**src/rtl/mem_port_arbiter_pkg.sv**
```systemverilog
// Shared types and defaults for the memory port arbiter.
// Optional build macro MEM_ARB_RR_EN selects round-robin arbitration.
package mem_arb_pkg;

    localparam int unsigned DEF_INDEX_WIDTH = 19;
    localparam int unsigned DEF_DATA_WIDTH  = 64;
    localparam int unsigned DEF_MASK_WIDTH  = 64;
    localparam int unsigned NUM_REQ         = 3;

    typedef enum logic [1:0] {
        IDLE = 2'd0,
        REQ  = 2'd1,
        WAIT = 2'd2
    } arb_state_t;

    typedef enum logic [1:0] {
        REQ_FETCH = 2'd0,
        REQ_LOAD  = 2'd1,
        REQ_STORE = 2'd2
    } req_id_t;

    // Highest set bit wins; the picker only ever produces one-hot vectors.
    function automatic req_id_t onehot_to_id(input logic [2:0] oh);
        if (oh[2]) begin
            return REQ_STORE;
        end
        if (oh[1]) begin
            return REQ_LOAD;
        end
        return REQ_FETCH;
    endfunction

    // Requester that sits 'off' places after 'last' in fetch->load->store order.
    function automatic logic [1:0] rr_slot(input logic [1:0] last, input int unsigned off);
        int unsigned s;
        s = (32'(last) + off) % 32'd3;
        return s[1:0];
    endfunction

endpackage

```
**src/rtl/mem_port_arbiter_if.sv**
```systemverilog
// Handshake bundle between the three requesters, the arbiter and memory.
// master = arbiter side, slave = requesters plus memory model.
interface mem_port_arbiter_if
    import mem_arb_pkg::*;
#(
    parameter int unsigned INDEX_WIDTH = DEF_INDEX_WIDTH,
    parameter int unsigned DATA_WIDTH  = DEF_DATA_WIDTH,
    parameter int unsigned MASK_WIDTH  = DEF_MASK_WIDTH
);
    logic                   redirect_flush;

    logic                   pc_index_valid;
    logic [INDEX_WIDTH-1:0] pc_index;
    logic                   pc_index_ready;
    logic                   pc_operation_done;
    logic [DATA_WIDTH-1:0]  pc_read_data;

    logic                   opload_index_valid;
    logic [INDEX_WIDTH-1:0] opload_index;
    logic                   opload_index_ready;
    logic                   opload_operation_done;
    logic [DATA_WIDTH-1:0]  opload_read_data;

    logic                   opstore_index_valid;
    logic [INDEX_WIDTH-1:0] opstore_index;
    logic [MASK_WIDTH-1:0]  opstore_write_mask;
    logic [DATA_WIDTH-1:0]  opstore_write_data;
    logic                   opstore_index_ready;
    logic                   opstore_operation_done;

    logic                   mem_chip_enable;
    logic                   mem_write_enable;
    logic [INDEX_WIDTH-1:0] mem_index;
    logic [MASK_WIDTH-1:0]  mem_write_mask;
    logic [DATA_WIDTH-1:0]  mem_write_data;
    logic                   mem_ready;
    logic                   mem_operation_done;
    logic [DATA_WIDTH-1:0]  mem_read_data;

    modport master (
        input  redirect_flush,
        input  pc_index_valid, pc_index,
        output pc_index_ready, pc_operation_done, pc_read_data,
        input  opload_index_valid, opload_index,
        output opload_index_ready, opload_operation_done, opload_read_data,
        input  opstore_index_valid, opstore_index, opstore_write_mask, opstore_write_data,
        output opstore_index_ready, opstore_operation_done,
        output mem_chip_enable, mem_write_enable, mem_index, mem_write_mask, mem_write_data,
        input  mem_ready, mem_operation_done, mem_read_data
    );

    modport slave (
        output redirect_flush,
        output pc_index_valid, pc_index,
        input  pc_index_ready, pc_operation_done, pc_read_data,
        output opload_index_valid, opload_index,
        input  opload_index_ready, opload_operation_done, opload_read_data,
        output opstore_index_valid, opstore_index, opstore_write_mask, opstore_write_data,
        input  opstore_index_ready, opstore_operation_done,
        input  mem_chip_enable, mem_write_enable, mem_index, mem_write_mask, mem_write_data,
        output mem_ready, mem_operation_done, mem_read_data
    );

endinterface

```
**src/rtl/mem_port_arbiter_picker.sv**
```systemverilog
// Combinational winner selection: valid[2:0] (fetch, load, store) to one-hot grant.
// MEM_ARB_RR_EN selects round-robin after i_last_grant, otherwise store > load > fetch.
module mem_arb_picker
    import mem_arb_pkg::*;
(
    input  logic [2:0] i_valid,
    input  req_id_t    i_last_grant,
    output logic [2:0] o_grant
);

`ifdef MEM_ARB_RR_EN
    // w_cand[k] is the requester at priority rank k (0 = highest).
    logic [1:0] w_cand [NUM_REQ];

    genvar gi;
    for (gi = 0; gi < 3; gi++) begin : g_cand
        assign w_cand[gi] = rr_slot(i_last_grant, gi + 1);
    end

    always_comb begin
        o_grant = '0;
        for (int k = 2; k >= 0; k--) begin
            if (i_valid[w_cand[k]]) begin
                o_grant            = '0;
                o_grant[w_cand[k]] = 1'b1;
            end
        end
    end
`else
    logic w_unused_last;
    assign w_unused_last = ^i_last_grant;

    always_comb begin
        o_grant = '0;
        if (i_valid[REQ_STORE]) begin
            o_grant[REQ_STORE] = 1'b1;
        end else if (i_valid[REQ_LOAD]) begin
            o_grant[REQ_LOAD] = 1'b1;
        end else if (i_valid[REQ_FETCH]) begin
            o_grant[REQ_FETCH] = 1'b1;
        end
    end
`endif

endmodule

```
**src/rtl/mem_port_arbiter.sv**
```systemverilog
// Shares one memory port between fetch, LSU load and LSU store; one transaction
// in flight, completions routed to the owner. Build macro MEM_ARB_RR_EN enables round-robin.
module mem_port_arbiter
    import mem_arb_pkg::*;
#(
    parameter int unsigned INDEX_WIDTH = DEF_INDEX_WIDTH,
    parameter int unsigned DATA_WIDTH  = DEF_DATA_WIDTH,
    parameter int unsigned MASK_WIDTH  = DEF_MASK_WIDTH
)
(
    input  logic               clock,
    input  logic               reset,
    mem_port_arbiter_if.master arb_bus
);

    arb_state_t             r_state;
    arb_state_t             w_state_next;
    req_id_t                r_grant_id;
    logic                   r_kill;
    logic                   r_we;
    logic [INDEX_WIDTH-1:0] r_index;
    logic [MASK_WIDTH-1:0]  r_mask;
    logic [DATA_WIDTH-1:0]  r_data;
    logic                   r_pc_done;
    logic                   r_ld_done;
    logic                   r_st_done;
    logic [DATA_WIDTH-1:0]  r_pc_rdata;
    logic [DATA_WIDTH-1:0]  r_ld_rdata;

    logic [2:0]             w_valid;
    logic [2:0]             w_picked;
    logic [2:0]             w_grant;
    logic                   w_grant_any;
    logic                   w_ce;
    logic                   w_complete;
    logic                   w_kill_set;
    logic                   w_pc_deliver;
    logic                   w_ld_deliver;
    req_id_t                w_last_grant;

    // A redirecting frontend must not win the port with a stale fetch.
    assign w_valid = {arb_bus.opstore_index_valid,
                      arb_bus.opload_index_valid,
                      arb_bus.pc_index_valid & ~arb_bus.redirect_flush};

    mem_arb_picker u_picker (
        .i_valid      (w_valid),
        .i_last_grant (w_last_grant),
        .o_grant      (w_picked)
    );

    assign w_grant     = w_picked & {3{(r_state == IDLE) && !reset}};
    assign w_grant_any = |w_grant;

`ifdef MEM_ARB_RR_EN
    req_id_t r_last_grant;

    always_ff @(posedge clock) begin
        if (reset) begin
            r_last_grant <= REQ_STORE;
        end else if (w_grant_any) begin
            r_last_grant <= onehot_to_id(w_grant);
        end
    end

    assign w_last_grant = r_last_grant;
`else
    assign w_last_grant = REQ_STORE;
`endif

    always_comb begin
        w_state_next = r_state;
        w_ce         = 1'b0;
        w_complete   = 1'b0;
        unique case (r_state)
            IDLE: begin
                if (w_grant_any) begin
                    w_state_next = REQ;
                end
            end
            REQ: begin
                w_ce = 1'b1;
                if (arb_bus.mem_ready) begin
                    if (arb_bus.mem_operation_done) begin
                        w_complete   = 1'b1;
                        w_state_next = IDLE;
                    end else begin
                        w_state_next = WAIT;
                    end
                end
            end
            WAIT: begin
                if (arb_bus.mem_operation_done) begin
                    w_complete   = 1'b1;
                    w_state_next = IDLE;
                end
            end
            default: begin
                w_state_next = IDLE;
            end
        endcase
    end

    // A flush on the completion cycle itself still squashes the fetch result.
    assign w_kill_set   = (r_state != IDLE) && (r_grant_id == REQ_FETCH) && arb_bus.redirect_flush;
    assign w_pc_deliver = w_complete && (r_grant_id == REQ_FETCH) && !r_kill && !arb_bus.redirect_flush;
    assign w_ld_deliver = w_complete && (r_grant_id == REQ_LOAD);

    always_ff @(posedge clock) begin
        if (reset) begin
            r_state    <= IDLE;
            r_grant_id <= REQ_FETCH;
            r_kill     <= 1'b0;
            r_we       <= 1'b0;
            r_index    <= '0;
            r_mask     <= '0;
            r_data     <= '0;
            r_pc_done  <= 1'b0;
            r_ld_done  <= 1'b0;
            r_st_done  <= 1'b0;
            r_pc_rdata <= '0;
            r_ld_rdata <= '0;
        end else begin
            r_state <= w_state_next;

            if (w_grant_any) begin
                r_grant_id <= onehot_to_id(w_grant);
            end
            if (w_grant[REQ_STORE]) begin
                r_we    <= 1'b1;
                r_index <= arb_bus.opstore_index;
                r_mask  <= arb_bus.opstore_write_mask;
                r_data  <= arb_bus.opstore_write_data;
            end else if (w_grant[REQ_LOAD]) begin
                r_we    <= 1'b0;
                r_index <= arb_bus.opload_index;
                r_mask  <= '0;
                r_data  <= '0;
            end else if (w_grant[REQ_FETCH]) begin
                r_we    <= 1'b0;
                r_index <= arb_bus.pc_index;
                r_mask  <= '0;
                r_data  <= '0;
            end

            if (w_complete) begin
                r_kill <= 1'b0;
            end else if (w_kill_set) begin
                r_kill <= 1'b1;
            end

            r_pc_done <= w_pc_deliver;
            r_ld_done <= w_ld_deliver;
            r_st_done <= w_complete && (r_grant_id == REQ_STORE);

            if (w_pc_deliver) begin
                r_pc_rdata <= arb_bus.mem_read_data;
            end
            if (w_ld_deliver) begin
                r_ld_rdata <= arb_bus.mem_read_data;
            end
        end
    end

    assign arb_bus.pc_index_ready         = w_grant[REQ_FETCH];
    assign arb_bus.opload_index_ready     = w_grant[REQ_LOAD];
    assign arb_bus.opstore_index_ready    = w_grant[REQ_STORE];
    assign arb_bus.pc_operation_done      = r_pc_done;
    assign arb_bus.opload_operation_done  = r_ld_done;
    assign arb_bus.opstore_operation_done = r_st_done;
    assign arb_bus.pc_read_data           = r_pc_rdata;
    assign arb_bus.opload_read_data       = r_ld_rdata;

    assign arb_bus.mem_chip_enable  = w_ce;
    assign arb_bus.mem_write_enable = r_we;
    assign arb_bus.mem_index        = r_index;
    assign arb_bus.mem_write_mask   = r_mask;
    assign arb_bus.mem_write_data   = r_data;

endmodule

```
**src/flat_wrapper.sv**
```systemverilog
// flat-port wrapper written by rule: the top's interface ports become plain ports
module mem_port_arbiter_flat import mem_arb_pkg::*;
#(
    parameter int unsigned INDEX_WIDTH = DEF_INDEX_WIDTH,
    parameter int unsigned DATA_WIDTH  = DEF_DATA_WIDTH,
    parameter int unsigned MASK_WIDTH  = DEF_MASK_WIDTH
)
  (clock, reset, arb_bus_redirect_flush, arb_bus_pc_index_valid, arb_bus_pc_index, arb_bus_pc_index_ready, arb_bus_pc_operation_done, arb_bus_pc_read_data, arb_bus_opload_index_valid, arb_bus_opload_index, arb_bus_opload_index_ready, arb_bus_opload_operation_done, arb_bus_opload_read_data, arb_bus_opstore_index_valid, arb_bus_opstore_index, arb_bus_opstore_write_mask, arb_bus_opstore_write_data, arb_bus_opstore_index_ready, arb_bus_opstore_operation_done, arb_bus_mem_chip_enable, arb_bus_mem_write_enable, arb_bus_mem_index, arb_bus_mem_write_mask, arb_bus_mem_write_data, arb_bus_mem_ready, arb_bus_mem_operation_done, arb_bus_mem_read_data);
  mem_port_arbiter_if #(.INDEX_WIDTH(INDEX_WIDTH), .DATA_WIDTH(DATA_WIDTH), .MASK_WIDTH(MASK_WIDTH)) arb_bus_i ();
  input  logic clock;
  input  logic reset;
  input wire logic [$bits(arb_bus_i.redirect_flush)-1:0] arb_bus_redirect_flush;
  input wire logic [$bits(arb_bus_i.pc_index_valid)-1:0] arb_bus_pc_index_valid;
  input wire logic [$bits(arb_bus_i.pc_index)-1:0] arb_bus_pc_index;
  output wire logic [$bits(arb_bus_i.pc_index_ready)-1:0] arb_bus_pc_index_ready;
  output wire logic [$bits(arb_bus_i.pc_operation_done)-1:0] arb_bus_pc_operation_done;
  output wire logic [$bits(arb_bus_i.pc_read_data)-1:0] arb_bus_pc_read_data;
  input wire logic [$bits(arb_bus_i.opload_index_valid)-1:0] arb_bus_opload_index_valid;
  input wire logic [$bits(arb_bus_i.opload_index)-1:0] arb_bus_opload_index;
  output wire logic [$bits(arb_bus_i.opload_index_ready)-1:0] arb_bus_opload_index_ready;
  output wire logic [$bits(arb_bus_i.opload_operation_done)-1:0] arb_bus_opload_operation_done;
  output wire logic [$bits(arb_bus_i.opload_read_data)-1:0] arb_bus_opload_read_data;
  input wire logic [$bits(arb_bus_i.opstore_index_valid)-1:0] arb_bus_opstore_index_valid;
  input wire logic [$bits(arb_bus_i.opstore_index)-1:0] arb_bus_opstore_index;
  input wire logic [$bits(arb_bus_i.opstore_write_mask)-1:0] arb_bus_opstore_write_mask;
  input wire logic [$bits(arb_bus_i.opstore_write_data)-1:0] arb_bus_opstore_write_data;
  output wire logic [$bits(arb_bus_i.opstore_index_ready)-1:0] arb_bus_opstore_index_ready;
  output wire logic [$bits(arb_bus_i.opstore_operation_done)-1:0] arb_bus_opstore_operation_done;
  output wire logic [$bits(arb_bus_i.mem_chip_enable)-1:0] arb_bus_mem_chip_enable;
  output wire logic [$bits(arb_bus_i.mem_write_enable)-1:0] arb_bus_mem_write_enable;
  output wire logic [$bits(arb_bus_i.mem_index)-1:0] arb_bus_mem_index;
  output wire logic [$bits(arb_bus_i.mem_write_mask)-1:0] arb_bus_mem_write_mask;
  output wire logic [$bits(arb_bus_i.mem_write_data)-1:0] arb_bus_mem_write_data;
  input wire logic [$bits(arb_bus_i.mem_ready)-1:0] arb_bus_mem_ready;
  input wire logic [$bits(arb_bus_i.mem_operation_done)-1:0] arb_bus_mem_operation_done;
  input wire logic [$bits(arb_bus_i.mem_read_data)-1:0] arb_bus_mem_read_data;
  assign arb_bus_i.redirect_flush = arb_bus_redirect_flush;
  assign arb_bus_i.pc_index_valid = arb_bus_pc_index_valid;
  assign arb_bus_i.pc_index = arb_bus_pc_index;
  assign arb_bus_pc_index_ready = arb_bus_i.pc_index_ready;
  assign arb_bus_pc_operation_done = arb_bus_i.pc_operation_done;
  assign arb_bus_pc_read_data = arb_bus_i.pc_read_data;
  assign arb_bus_i.opload_index_valid = arb_bus_opload_index_valid;
  assign arb_bus_i.opload_index = arb_bus_opload_index;
  assign arb_bus_opload_index_ready = arb_bus_i.opload_index_ready;
  assign arb_bus_opload_operation_done = arb_bus_i.opload_operation_done;
  assign arb_bus_opload_read_data = arb_bus_i.opload_read_data;
  assign arb_bus_i.opstore_index_valid = arb_bus_opstore_index_valid;
  assign arb_bus_i.opstore_index = arb_bus_opstore_index;
  assign arb_bus_i.opstore_write_mask = arb_bus_opstore_write_mask;
  assign arb_bus_i.opstore_write_data = arb_bus_opstore_write_data;
  assign arb_bus_opstore_index_ready = arb_bus_i.opstore_index_ready;
  assign arb_bus_opstore_operation_done = arb_bus_i.opstore_operation_done;
  assign arb_bus_mem_chip_enable = arb_bus_i.mem_chip_enable;
  assign arb_bus_mem_write_enable = arb_bus_i.mem_write_enable;
  assign arb_bus_mem_index = arb_bus_i.mem_index;
  assign arb_bus_mem_write_mask = arb_bus_i.mem_write_mask;
  assign arb_bus_mem_write_data = arb_bus_i.mem_write_data;
  assign arb_bus_i.mem_ready = arb_bus_mem_ready;
  assign arb_bus_i.mem_operation_done = arb_bus_mem_operation_done;
  assign arb_bus_i.mem_read_data = arb_bus_mem_read_data;
  mem_port_arbiter #(.INDEX_WIDTH(INDEX_WIDTH), .DATA_WIDTH(DATA_WIDTH), .MASK_WIDTH(MASK_WIDTH)) u_core (.clock(clock), .reset(reset), .arb_bus(arb_bus_i));
endmodule
```
**config.mk**
```make
export PLATFORM = sky130hd
export DESIGN_NAME = mem_port_arbiter_flat
export DESIGN_NICKNAME = d
export VERILOG_FILES = /design/src/rtl/mem_port_arbiter_pkg.sv /design/src/rtl/mem_port_arbiter_if.sv /design/src/rtl/mem_port_arbiter_picker.sv /design/src/rtl/mem_port_arbiter.sv /design/src/flat_wrapper.sv
export SDC_FILE = /design/constraint.sdc
export NUM_CORES = 1
export LEC_CHECK = 0
export ABC_AREA = 0
export ABC_CLOCK_PERIOD_IN_PS = 4450
export BUFFER_PORTS_ARGS = -buffer_cell sky130_fd_sc_hd__buf_2
export CAP_MARGIN = 20
export CORE_AREA = 2 2 210 212
export DETAILED_ROUTE_END_ITERATION = 6
export DIE_AREA = 0 0 212 214
export PLACE_DENSITY = 0.6
export SKIP_CTS_REPAIR_TIMING = 1
export SLEW_MARGIN = 20
export SYNTH_ARGS = -nofsm -noshare
export SYNTH_HDL_FRONTEND = slang
export SYNTH_SLANG_ARGS = --single-unit
```
**constraint.sdc**
```tcl
create_clock -name clock -period 4.45 [get_ports clock]
set_clock_uncertainty 0.05 [all_clocks]
set_input_delay 0.445 -clock clock [delete_from_list [all_inputs] [get_ports clock]]
set_output_delay 0.445 -clock clock [all_outputs]
set_load 0.005 [all_outputs]
```
==> results.md, run 1 <==
Global route:
- Global routing used 14.6% of the available tracks across all layers.
- The maximum number of pins on one net before global-route repair is 154.
- The overflow left after global routing is 0.
- The initial antenna violation count came to 5.
- The number of global-route vias before repair is 9,867.
- The wire length of the first global-routing pass is 53,500 microns.

Power:
- The power density over cell area is 452 nW/um^2.
- IR analysis of the VDD net gives a maximum drop of 0.233 mV.
- The switching component of the power is 1750 uW.
- Combinational logic is responsible for 15.1% of the overall power.
- The analysis attributes to cell leakage a power of 0.00647 uW.
- The clock network is responsible for 42.2% of the overall power.
- Net switching is 26.7% of the power.
- Per report_power, the sequential group accounts for 42.7% of the total.
- The internal power of the cells is 4810 uW.

Yosys:
- The number of flops mapped to enable cells by yosys is 0.
- Sequential cells were found to cover 55.1% of the synthesized design area.
- The net count of the mapped netlist is 1,442.
- The synthesized design contains 283 register bits.
- After synthesis, the cell types taking the most area are sky130_fd_sc_hd__dfxtp_1, sky130_fd_sc_hd__nand2_1, sky130_fd_sc_hd__a22oi_1, sky130_fd_sc_hd__a21oi_1, sky130_fd_sc_hd__nor2_1.
- Summing every instance area after synthesis gives 10,300 sq um.
- The top-area cell type share of the netlist area is 55.1%.
- The count of warnings emitted by yosys is 0.
- In this run, distinct cell masters in the synthesized netlist total 30.
- The mean post-synth cell area is 8.71 sq um.
- In the synthesized netlist the async set-or-reset flop fraction comes to 0%.
- Ranked by instance count, the synthesized netlist is headed by sky130_fd_sc_hd__dfxtp_1, sky130_fd_sc_hd__nand2_1, sky130_fd_sc_hd__nor2_1.
- The most common cell in the synthesized netlist is sky130_fd_sc_hd__dfxtp_1.
- Of all cell types, the one taking the most synthesized area is sky130_fd_sc_hd__dfxtp_1.
- Synthesis produced 1,181 cells.
- Among all flip-flop cells after synthesis, the most frequent one is sky130_fd_sc_hd__dfxtp_1.

Critical path:
- The largest stage delay on the critical path is 840 ps.
- The critical path goes through inv_1, ha_1, a21oi_1, or3_2, buf_4, nand2_1, a21oi_1.
- The startpoint of the worst setup timing path is u_core.r_state[1].
- The most critical setup path has its endpoint at u_core.arb_bus.opload_read_data[31].
- The cell with the biggest individual delay on the critical path is sky130_fd_sc_hd__or3_2.
- The cell family contributing the most delay on the critical path is simple AND/OR/NAND/NOR gates.
- The startpoint of the most critical register-to-register path is u_core.r_state[1].
- The worst-case register-to-register setup slack is 1590 ps.
- The kind of start point of the critical path is a flip-flop.
- The buffering stage count on the worst path with inverters included is 2.
- For the worst flop-to-flop path, the logic depth is 7.
- The most frequent cell on the critical path is sky130_fd_sc_hd__a21oi_1.
- The worst setup path is captured at a flip-flop.
- The arrival time at the worst endpoint is 3230 ps.
- The critical path runs through a total of 7 cells.
- The data required time at the worst endpoint is 4820 ps.
- The largest driver fanout on the critical path is 44.
- The type of the worst setup path is flip-flop to flip-flop.
- The reg-to-reg endpoint is u_core.arb_bus.opload_read_data[31].

Timing:
- The minimum setup slack in the final design is 1590 ps.
- The final max-slew violation count is 0.
- The setup TNS is 0 ps.
- The final-report setup violation count is 0.
- The final worst-path cycle share is 64.3%.
- At the pin with the least slew margin, the transition time is 1010 ps.
- Setup repair after global routing left no endpoint under its margin.
- The minimum clock period is 2860 ps.
- The worst pin sits at a relative slew slack of 32.4%.
- The maximum clock frequency is 0.350 GHz.
- The hold violation total from the final report came to 0.

Floorplanning:
- The die is 214 microns tall.
- The top-level I/O count is 540.
- The floorplan step set the die width to 212 microns.
- The starting density of the core is 24.0%.
- The floorplan step defined a die boundary enclosing 45,400 sq um.
- The total number of placement rows is 76.
- The area of the core is 42,900 sq um.

Drt:
- Across all layers, the routed design uses 10,200 vias.
- The number of detailed-route iterations in the first pass is 5.
- After detailed routing, the number of vias per cell comes to 4.47.
- Wires add up to 34,500 microns.
- The remaining antenna violation count after routing is 0.
- The remaining routing DRC violations is 0.
- The number of DRC markers after the initial detailed-route iteration is 682.
- The average wire length per cell after detail routing is 15.2 microns.

Place:
- After legalization and detailed placement, the total HPWL measured 24,300 microns.
- The pre-CTS worst setup slack is 1600 ps.
- The number of buffer cells added on primary ports is 539.
- The last weighted congestion value of the routability-driven placer is 0.840.

Job:
- Across the run, the number of max-cap violations was 0.

Clock network:
- The source-to-sink clock delay at the later pin of the worst-skew pair is 530 ps.
- The buffer type at the clock tree root is sky130_fd_sc_hd__clkbuf_16.
- The H-tree depth is 2.
- The clock net in this run drives a total of 283 sinks.
- Clock-pin slew was measured on the worst setup and hold paths at 60 ps.
- The clock tree from TritonCTS is built.
- TritonCTS created 34 clock buffers.
- Counting along the longest clock path gives a buffer depth of 3.

Min path:
- In this run the worst hold path is classified as input pin to flip-flop.

Status:
- The run finished with clean final reports.

Finish:
- The net count of the finished layout is 1,927.
- The fraction of final layout cells sized beyond drive strength 1 is 37.8%.
- The synthesis-to-layout area growth is 41.0%.
-- metrics by stage --
stage                     std cells  cell area, sq um  util [%]  power (uW)  hold WS, ps
after global placement         2215             13400      31.2        3840          388
final                          2277             14500      33.8        6560          115
after global routing           2277             14500      33.8        6890         93.9
after detailed placement       2215             13400      31.2        3850          393
after floorplan                1181             10300         -        3400          403
after CTS                      2274             14500      33.8        6670         65.2
-- layout make-up --
type | instances | area, sq um
Fill cell | 4509 | 28400
Sequential cell | 283 | 5670
Multi-Input combinational cell | 792 | 4120
Timing Repair Buffer | 550 | 2830
Clock buffer | 48 | 1040
Tap cell | 585 | 732
Clock inverter | 11 | 93.8
Inverter | 5 | 18.8
Antenna cell | 3 | 7.51
-- sequential cells by signal, indices dropped and copies added, names as in the netlist --
name                                   flops
u_core.arb_bus.mem_write_data             64
u_core.arb_bus.mem_write_mask             64
u_core.arb_bus.opload_read_data           64
u_core.arb_bus.pc_read_data               64
u_core.arb_bus.mem_index                  19
u_core.r_grant_id                          2
u_core.r_state                             2
u_core.arb_bus.opload_operation_done       1
u_core.arb_bus.opstore_operation_done      1
u_core.arb_bus.pc_operation_done           1
u_core.r_kill                              1
-- placed cells by master, fill, tap and decap left out, drive strengths merged, types with 2 or more instances in the layout --
cell	instances
buf	549
mux2i	2
nor3	4
ha	4
or3	3
a21o	3
nand2b	6
diode	3
o21ai	20
dfxtp	283
nand2	277
clkbuf	49
a21oi	129
o31a	19
inv	7
nor3b	20
nand3b	19
a22oi	128
clkinv	7
nor4b	2
nor2	150
-- worst min path at each step --
stage / from / to / slack (ps) / depth (start not counted)
2_1_floorplan: u_core.arb_bus.opload_read_data[0] / u_core.arb_bus.opload_read_data[0] / 400 / 2
3_3_place_gp: u_core.arb_bus.pc_read_data[43] / u_core.arb_bus.pc_read_data[43] / 390 / 2
3_5_place_dp: u_core.arb_bus.opload_read_data[53] / u_core.arb_bus.opload_read_data[53] / 390 / 2
4_1_cts: arb_bus_opstore_write_data[44] / u_core.arb_bus.mem_write_data[44] / 70 / 3
5_1_grt: arb_bus_opstore_write_mask[19] / u_core.arb_bus.mem_write_mask[19] / 90 / 3
6_report: arb_bus_mem_read_data[53] / u_core.arb_bus.pc_read_data[53] / 120 / 3
-- power groups by stage --
stage | combinational [uW] | clock, uW | sequential, uW
floorplan | 539 | 0 | 2860
global placement | 990 | 0 | 2850
detailed placement | 1000 | 0 | 2850
CTS | 1000 | 2860 | 2800
global route | 1100 | 2970 | 2820
finish | 989 | 2770 | 2800
-- worst min-delay path, cell delays in order --
cell,delay (ps)
sky130_fd_sc_hd__buf_2,100
sky130_fd_sc_hd__nand2_1,50
sky130_fd_sc_hd__a21oi_1,50
-- metal layers --
layer	vias up	wire length (microns)	track usage [%]
met4	0	873	5.23
met5	-	0	0
met1	4738	13500	16.4
li1	4966	-	-
met2	427	16400	24.7
met3	54	3800	6.01
-- kinds of logic (layout without fill, tap and decap cells) --
logic type                 Yosys count  in the layout  share of synthesized area (%)
other                                0              3                              0
buffers and inverters              106            614                           5.10
AOI/OAI and AO/OA                  301            301                           19.2
DFF                                283            283                           55.1
adders and majority gates            4              4                          0.486
and+or+nand+nor                    485            485                           20.0
muxes                                2              2                          0.195
Power figures use the tool's default switching activity.
==> run 2, diff against run 1 <==
Settings changed: ABC_AREA 0 to 1, ABC_CLOCK_PERIOD_IN_PS 4450 to 2500, CORE_AREA 2 2 210 212 to 2 2 207 209, DIE_AREA 0 0 212 214 to 0 0 209 211, PLACE_DENSITY 0.6 to 0.66.
Clock period 4.45 ns to 2.5 ns, I/O delays scaled along.
==> run 2 against run 1 <==
Die area is 2.8% lower. Clock power increased by 64%. Power rose by 94%. Fmax increased by 20%. Sequential share of layout area decreased by 7.6 points. Worst setup slack got worse by 1500 ps. Utilization up 9.2 points. Sequential power is 85% higher. Wire length increased by 26%. Critical endpoint is now u_core.arb_bus.mem_write_data[61]. Non-clock buffer count rose by 240.
==> results.md, run 2 <==
Global route:
- The wire length of the first global-routing pass is 60,000 microns (+12%).
- The total global-route track usage is 16.7% (+2.1 points).
- The maximum number of pins on one net before global-route repair is 135 (-12%).
- The initial antenna violation count is 2 (-3).
- The number of global-route vias before repair is 11,300 (+14%).
- The overflow left after global routing came to 0 (unchanged).

Clock network:
- The clock-pin slew reported for the worst setup and hold paths after clock tree synthesis is 60 ps (about the same).
- TritonCTS built the clock tree.
- The CTS sink count is 283 (unchanged).
- The maximum buffer depth of the clock tree is 3 (unchanged).
- Clock tree synthesis selected as its root buffer the cell sky130_fd_sc_hd__clkbuf_16.
- The TritonCTS buffer count is 31 (-8.8%).
- The source-to-sink clock delay at the later pin of the worst-skew pair is 570 ps (+40 ps).
- The H-tree depth is 1 (-1).

Critical path:
- The largest stage delay on the critical path is 360 ps (-480 ps).
- The signal on the critical path passes through inv_1, ha_2, inv_4, nor2_8, buf_4, nand3_2, nand2_1, clkinv_4, buf_4, nand2_1, a21oi_1.
- The largest driver fanout on the critical path was 48 (+9.1%).
- The cell with the biggest individual delay on the critical path is sky130_fd_sc_hd__buf_4.
- The data required time at the worst endpoint is 2860 ps (-1960 ps).
- The buffering stage count on the worst path with inverters included is 5 (+3).
- STA classifies the critical path endpoint as a flip-flop.
- The arrival time at the worst endpoint is 2730 ps (-500 ps).
- The worst setup path is launched from a flip-flop.
- Broken down by cell family, the worst path's largest delay share belongs to buffers and inverters.
- The type of the worst setup path is flip-flop to flip-flop.

Yosys:
- The proportion of synthesized flip-flops having asynchronous set or reset is 0% (unchanged).
- In the synthesized netlist the dominant register cell turns out to be sky130_fd_sc_hd__dfxtp_1.
- The number of flops mapped to enable cells by yosys is 0 (unchanged).
- The post-synthesis instance total was 1,621 (+37%).
- The post-synthesis sequential element count was 283 (unchanged).
- The count of warnings emitted by yosys was 0 (unchanged).
- In the synthesized netlist, the cells that appear most often are sky130_fd_sc_hd__nand2_1, sky130_fd_sc_hd__dfxtp_1, sky130_fd_sc_hd__nor2_1.
- After synthesis, the cell types taking the most area are sky130_fd_sc_hd__dfxtp_1, sky130_fd_sc_hd__nand2_1, sky130_fd_sc_hd__nor2_1, sky130_fd_sc_hd__nand3b_1, sky130_fd_sc_hd__a21oi_1.
- The unique cell type count in the Yosys netlist is 23 (-23%).
- The net count of the mapped netlist is 1,882 (+31%).
- The largest total area in the synthesized netlist belongs to sky130_fd_sc_hd__dfxtp_1.
- The proportion of synthesized chip area in sequential cells is 49.2% (-5.9 points).
- The synthesized cell area is 11,500 sq um (+12%).
- The top-area cell type share of the netlist area is 49.2% (-5.9 points).
- The mean post-synth cell area came to 7.11 sq um (-18%).
- The most frequent cell after synthesis is sky130_fd_sc_hd__nand2_1.

Finish:
- The final design area excluding fillers is 18,000 sq um (+24%).
- The fraction of final layout cells sized beyond drive strength 1 came to 27.4% (-10 points).
- The area growth from synthesis to layout is 56.1%.
- The layout net count is 2,598 (+35%).
- In the layout the commonest cells are sky130_fd_sc_hd__buf_2, sky130_fd_sc_hd__nand2_1, sky130_fd_sc_hd__dfxtp_1, sky130_fd_sc_hd__nor2_1, sky130_fd_sc_hd__dlygate4sd3_1.
- The number of standard cells in the layout, taps in and fillers out is 2,902 (+27%).
- Leaving out fill and tap cells, the most frequent cell in the layout is sky130_fd_sc_hd__buf_2.

Power:
- The switching component of the power is 3860 uW (+120%).
- The part of the total power dissipated in sequential elements is 40.6% (-2.1 points).
- The internal power of the cells is 8890 uW (+85%).
- The maximum ir drop on the vdd rail is 0.547 mV (+130%).
- The share of power burned in the clock network was 35.6% (-6.6 points).
- The switching power as a share of total power is 30.3% (+3.6 points).
- The relative contribution of combinational cells to total power is 23.8% (+8.7 points).
- The power density over cell area is 709 nW/um^2 (+57%).
- The leakage dissipation is 0.00918 uW (+42%).

Floorplanning:
- The floorplan die height was 211 microns (-1.4%).
- The starting density of the core came to 27.6% (+3.6 points).
- The die extent in x is 209 microns (-1.4%).
- The total number of placement rows is 75 (-1.3%).
- The top-level I/O count is 540 (unchanged).
- The total die area was 44,100 sq um (-2.8%).
- The area of the core came to 41,800 sq um (-2.6%).

Drt:
- The average wire length per cell after detail routing is 15.0 microns (-1.2%).
- The remaining antenna violation count after routing was 0 (unchanged).
- The post-detailed-route via-to-cell ratio is 4.50 (+0.66%).
- The remaining routing DRC violations is 0 (unchanged).
- The routed wire length is 43,500 microns (+26%).
- The number of detailed-route iterations in the first pass was 5 (unchanged).
- The via total after detailed routing is 13,100 (+28%).
- The number of DRC markers after the initial detailed-route iteration is 938 (+38%).

Timing:
- The setup TNS is 0 ps (unchanged).
- The hold violation total from the final report is 0 (unchanged).
- The final worst-path cycle share is 95.0% (+31 points).
- The relative slew slack is 47.8% (+15 points).
- The pin slew with the least headroom to its limit is 783 ps (-231 ps).
- The minimum setup slack in the final design is 124 ps (-1460 ps).
- The final-report setup violation count was 0 (unchanged).
- The minimum clock period is 2380 ps (-485 ps).
- The final max-slew violation count was 0 (unchanged).
- The maximum clock frequency is 0.421 GHz (+20%).

Job:
- The reported max-cap violation count came to 0 (unchanged).

Place:
- The number of buffer cells added on primary ports is 539 (unchanged).
- The pre-CTS worst setup slack came to 236 ps (-1360 ps).
- The number of placed cells counting well taps came to 2,623 (+18%).
- The estimated wirelength of the detail-placed design is 28,800 microns (+18%).
- The placed instance area is 14,700 sq um (+10%).
- The last weighted congestion value of the routability-driven placer is 0.866 (+3.1%).

Min path:
- The class of the tightest hold or removal check is input pin to flip-flop.

Status:
- The flow ran to the end, and the final reports show no timing, DRC or antenna violations.
run 2: final timing paths:
kind	start	to	slack [ps]	cells after the start
worst max-delay path	u_core.r_state[0]	u_core.arb_bus.mem_write_data[61]	120	11
worst max register to register	u_core.r_state[0]	u_core.arb_bus.mem_write_data[61]	120	11
worst min-delay path	arb_bus_pc_index[3]	u_core.arb_bus.mem_index[3]	30	7
worst min register to register	u_core.arb_bus.mem_write_mask[38]	u_core.arb_bus.mem_write_mask[38]	410	2
run 2: worst reg2reg max path, delay by kind of cell, from the launching register on:
kind | cells | cell delay, ps
flops | 1 | 320
buf+inv | 5 | 1030
simple gates | 4 | 490
fa+ha+maj | 1 | 230
compound gates | 1 | 90
run 2: kinds of logic after synthesis:
kind of cell	count (synthesis)	share of synthesized area [%]
compound gates	136	5.98
fa+ha+maj	4	0.434
buf+inv	248	9.28
flops	283	49.2
simple gates	950	35.1
run 2: area by class of cell:
cell class	instances	area, sq um
diodes	2	5.00
clock buffers	46	922
clock inverters	11	97.6
fillers	3999	23800
inverters	139	537
multi-input cells	1092	4840
flip-flops and latches	283	5670
well taps	539	674
repair buffers	790	5240
run 2: power groups by stage:
stage / Sequential [uW] / Clock, uW / Combinational (uW)
6_report: 5170 / 4540 / 3040
5_1_grt: 5210 / 4820 / 3340
4_1_cts: 5160 / 4650 / 2640
3_5_place_dp: 5250 / 0 / 2630
3_3_place_gp: 5230 / 0 / 2600
2_1_floorplan: 5270 / 0 / 1470
run 2: metal layers:
metal | vias up | GRT usage [%] | wire (microns)
met3 | 79 | 5.03 | 3770
li1 | 6384 | - | -
met1 | 6001 | 20.0 | 17600
met4 | 0 | 3.65 | 962
met2 | 602 | 29.6 | 21100
met5 | - | 0 | 0
run 2: metrics by stage:
| stage | power (uW) | utilization [%] | hold WS (ps) |
|---|---|---|---|
| final | 12700 | 43.1 | 26.5 |
| after global routing | 13400 | 43.1 | 19.9 |
| after CTS | 12500 | 37.8 | -172 |
| after detailed placement | 7880 | 35.3 | 400 |
| after global placement | 7830 | 35.3 | 394 |
| after floorplan | 6750 | - | 335 |
==> run 3, diff against run 2 <==
Settings changed: CTS_CLUSTER_DIAMETER from default to 80, MAX_ROUTING_LAYER from default to met4.
==> run 3 against run 2 <==
The flow now finishes with violations (hold timing). Worst setup slack got worse by 12 ps. Clock power increased by 13%. Sequential power about the same. Global-route usage increased by 0.75 points. Combinational power decreased by 2%. Register-to-register slack about the same. Design area about the same. Cell count decreased by 0.41%. Critical path type unchanged. Highest routed layer unchanged. Flip-flop and latch count unchanged. First-iteration DRC count increased by 9.6%. Largest power group unchanged. Wire length decreased by 0.59%.
==> results.md, run 3 (same netlist as run 2, synthesis figures left out) <==
Critical path:
- The data required time at the worst endpoint is 2870 ps (about the same).
- For this design, the slowest cell found on the critical path is sky130_fd_sc_hd__dfxtp_1.
- Traced cell by cell, the critical path runs through inv_1, ha_2, inv_2, nor2_8, buf_4, o21ai_2, nand2_1, inv_6, buf_4, nand2_1, a21oi_1.
- The type of the worst setup path is flip-flop to flip-flop.
- The worst setup path is captured at a flip-flop.
- The arrival time at the worst endpoint is 2760 ps (+30 ps).
- The largest driver fanout on the critical path is 48 (unchanged).
- The largest stage delay on the critical path is 350 ps (about the same).
- STA classifies the critical path startpoint as a flip-flop.

Global route:
- The wire length of the first global-routing pass is 60,200 microns (+0.33%).
- The initial antenna violation count is 2 (unchanged).
- The overflow left after global routing was 0 (unchanged).
- The number of global-route vias before repair is 11,300 (+0.44%).
- The maximum number of pins on one net before global-route repair came to 135 (unchanged).
- The total global-route track usage is 17.5% (+0.75 points).

Floorplanning:
- The total number of placement rows is 75 (unchanged).
- The area of the core is 41,800 sq um (unchanged).
- The starting density of the core was 27.6% (unchanged).
- The die extent in x is 209 microns (unchanged).
- The floorplan die height was 211 microns (unchanged).
- The total die area is 44,100 sq um (unchanged).
- The top-level I/O count is 540 (unchanged).

Place:
- The pre-CTS worst setup slack came to 236 ps (unchanged).
- The placed instance area is 14,700 sq um (unchanged).
- The number of buffer cells added on primary ports is 539 (unchanged).
- The last weighted congestion value of the routability-driven placer is 0.880 (+1.6%).
- The estimated wirelength of the detail-placed design is 28,800 microns (unchanged).

Timing:
- The minimum clock period came to 2390 ps (+11.6 ps).
- The final max-slew violation count is 0 (unchanged).
- The worst hold slack is -13.8 ps (-40.2 ps).
- The hold violation total from the final report was 2 (+2).
- The final worst-path cycle share was 95.5% (+0.47 points).
- The pin slew with the least headroom to its limit is 754 ps (-29.0 ps).
- The minimum setup slack in the final design is 113 ps (-11.6 ps).
- The final-report setup violation count is 0 (unchanged).
- The maximum clock frequency is 0.419 GHz (-0.49%).
- The relative slew slack is 49.7% (+1.9 points).

Drt:
- The routed wire length is 43,200 microns (-0.59%).
- The remaining antenna violation count after routing came to 0 (unchanged).
- The via total after detailed routing is 13,000 (-0.80%).
- The met3 wirelength from detailed routing is 3530 microns (-6.4%).
- The met1 layer wirelength in the final routing was 17,500 microns (-0.53%).
- The uppermost layer routed is met4.
- The number of DRC markers after the initial detailed-route iteration was 1,028 (+9.6%).
- The average wire length per cell after detail routing was 14.9 microns (-0.18%).
- The number of detailed-route iterations in the first pass is 5 (unchanged).
- The post-detailed-route via-to-cell ratio is 4.48 (-0.39%).
- The met2 wire length is 21,100 microns (+0.15%).
- The remaining routing DRC violations is 0 (unchanged).

Clock network:
- The clock tree from TritonCTS is built.
- The maximum buffer depth of the clock tree is 3 (unchanged).
- The TritonCTS buffer count is 34 (+9.7%).
- The H-tree depth came to 2 (+1).
- The CTS sink count came to 283 (unchanged).
- The buffer type at the clock tree root is sky130_fd_sc_hd__clkbuf_16.
- The source-to-sink clock delay at the later pin of the worst-skew pair is 520 ps (-50 ps).
- The clock-pin slew reported for the worst setup and hold paths after clock tree synthesis is 60 ps (about the same).

Power:
- The maximum ir drop on the vdd rail came to 0.566 mV (+3.5%).
- The total power after layout was 13,300 uW (+4.4%).
- The power density over cell area was 741 nW/um^2 (+4.5%).
- The leakage dissipation was 0.00919 uW (about the same).

Finish:
- The synthesis-to-layout area growth was 56.0% (about the same).
- The fraction of final layout cells sized beyond drive strength 1 is 27.5% (+0.097 points).
- The register cell area after layout is 5670 sq um (unchanged).
- The count of fill cells added during filler insertion is 3,989 (-0.25%).
- The final design area excluding fillers is 18,000 sq um (about the same).
- The multi-input logic area is 4830 sq um (-0.23%).
- Leaving out fill and tap cells, the most frequent cell in the layout is sky130_fd_sc_hd__buf_2.
- The layout net count came to 2,585 (-0.50%).
- The top cell types in the final layout, fill and taps aside, are sky130_fd_sc_hd__buf_2, sky130_fd_sc_hd__nand2_1, sky130_fd_sc_hd__dfxtp_1, sky130_fd_sc_hd__nor2_1, sky130_fd_sc_hd__dlygate4sd3_1.

Job:
- The reported max-cap violation count is 0 (unchanged).

Min path:
- The worst hold path belongs to the class input pin to flip-flop.

Status:
- The flow ran to the end, but the final reports show violations.
- The final reports fail on hold timing.
-- run 3: changes by cell type in the layout (fill, tap and decap cells not counted), sizes merged --
cell	delta
dlygate4sd3	-14
clkbuf	+6
clkinv	-4
bufinv	+2
buf	-1
clkinvlp	-1
inv	+1
nor2	-1
-- run 3: metrics by stage --
step / cells / setup TNS (ps) / util (%)
after floorplan: 1621 / 0 / -
after global placement: 2623 / 0 / 35.3
after detailed placement: 2623 / 0 / 35.3
after CTS: 2684 / -383 / 38.1
after global routing: 2890 / -9.38 / 43.0
final: 2890 / 0 / 43.0
-- run 3: cell type report --
type,count,area share (%)
Timing Repair Buffer,775,28.3
Sequential cell,283,31.5
Antenna cell,2,0.0278
Clock buffer,52,5.80
Tap cell,539,3.75
Clock inverter,9,0.745
Multi-Input combinational cell,1091,26.9
Inverter,139,2.97
-- run 3: final timing paths --
check | startpoint | end | slack (ps) | cells past startpoint
min reg2reg | u_core.arb_bus.mem_write_mask[38] | u_core.arb_bus.mem_write_mask[38] | 410 | 2
min | arb_bus_opstore_index[2] | u_core.arb_bus.mem_index[2] | -10 | 5
max | u_core.r_state[0] | u_core.arb_bus.mem_write_data[61] | 110 | 11
max reg2reg | u_core.r_state[0] | u_core.arb_bus.mem_write_data[61] | 110 | 11
-- run 3: routing by layer --
| layer | global-route usage (%) | vias up |
|---|---|---|
| met4 | 4.80 | 0 |
| met1 | 20.3 | 5914 |
| met5 | - | - |
| met2 | 29.7 | 610 |
| li1 | - | 6364 |
| met3 | 4.85 | 73 |
-- run 3: critical path: cells and delay by family (launching register included) --
family	cells	cell delay [ps]
buf+inv	5	1030
simple gates	3	350
flops	1	350
compound gates	2	250
fa+ha+maj	1	210
-- run 3: report_power, final --
part	internal (uW)	switching, uW	total (uW)
combinational	1280	1710	2990
sequential	4940	230	5170
clock	3200	1960	5150
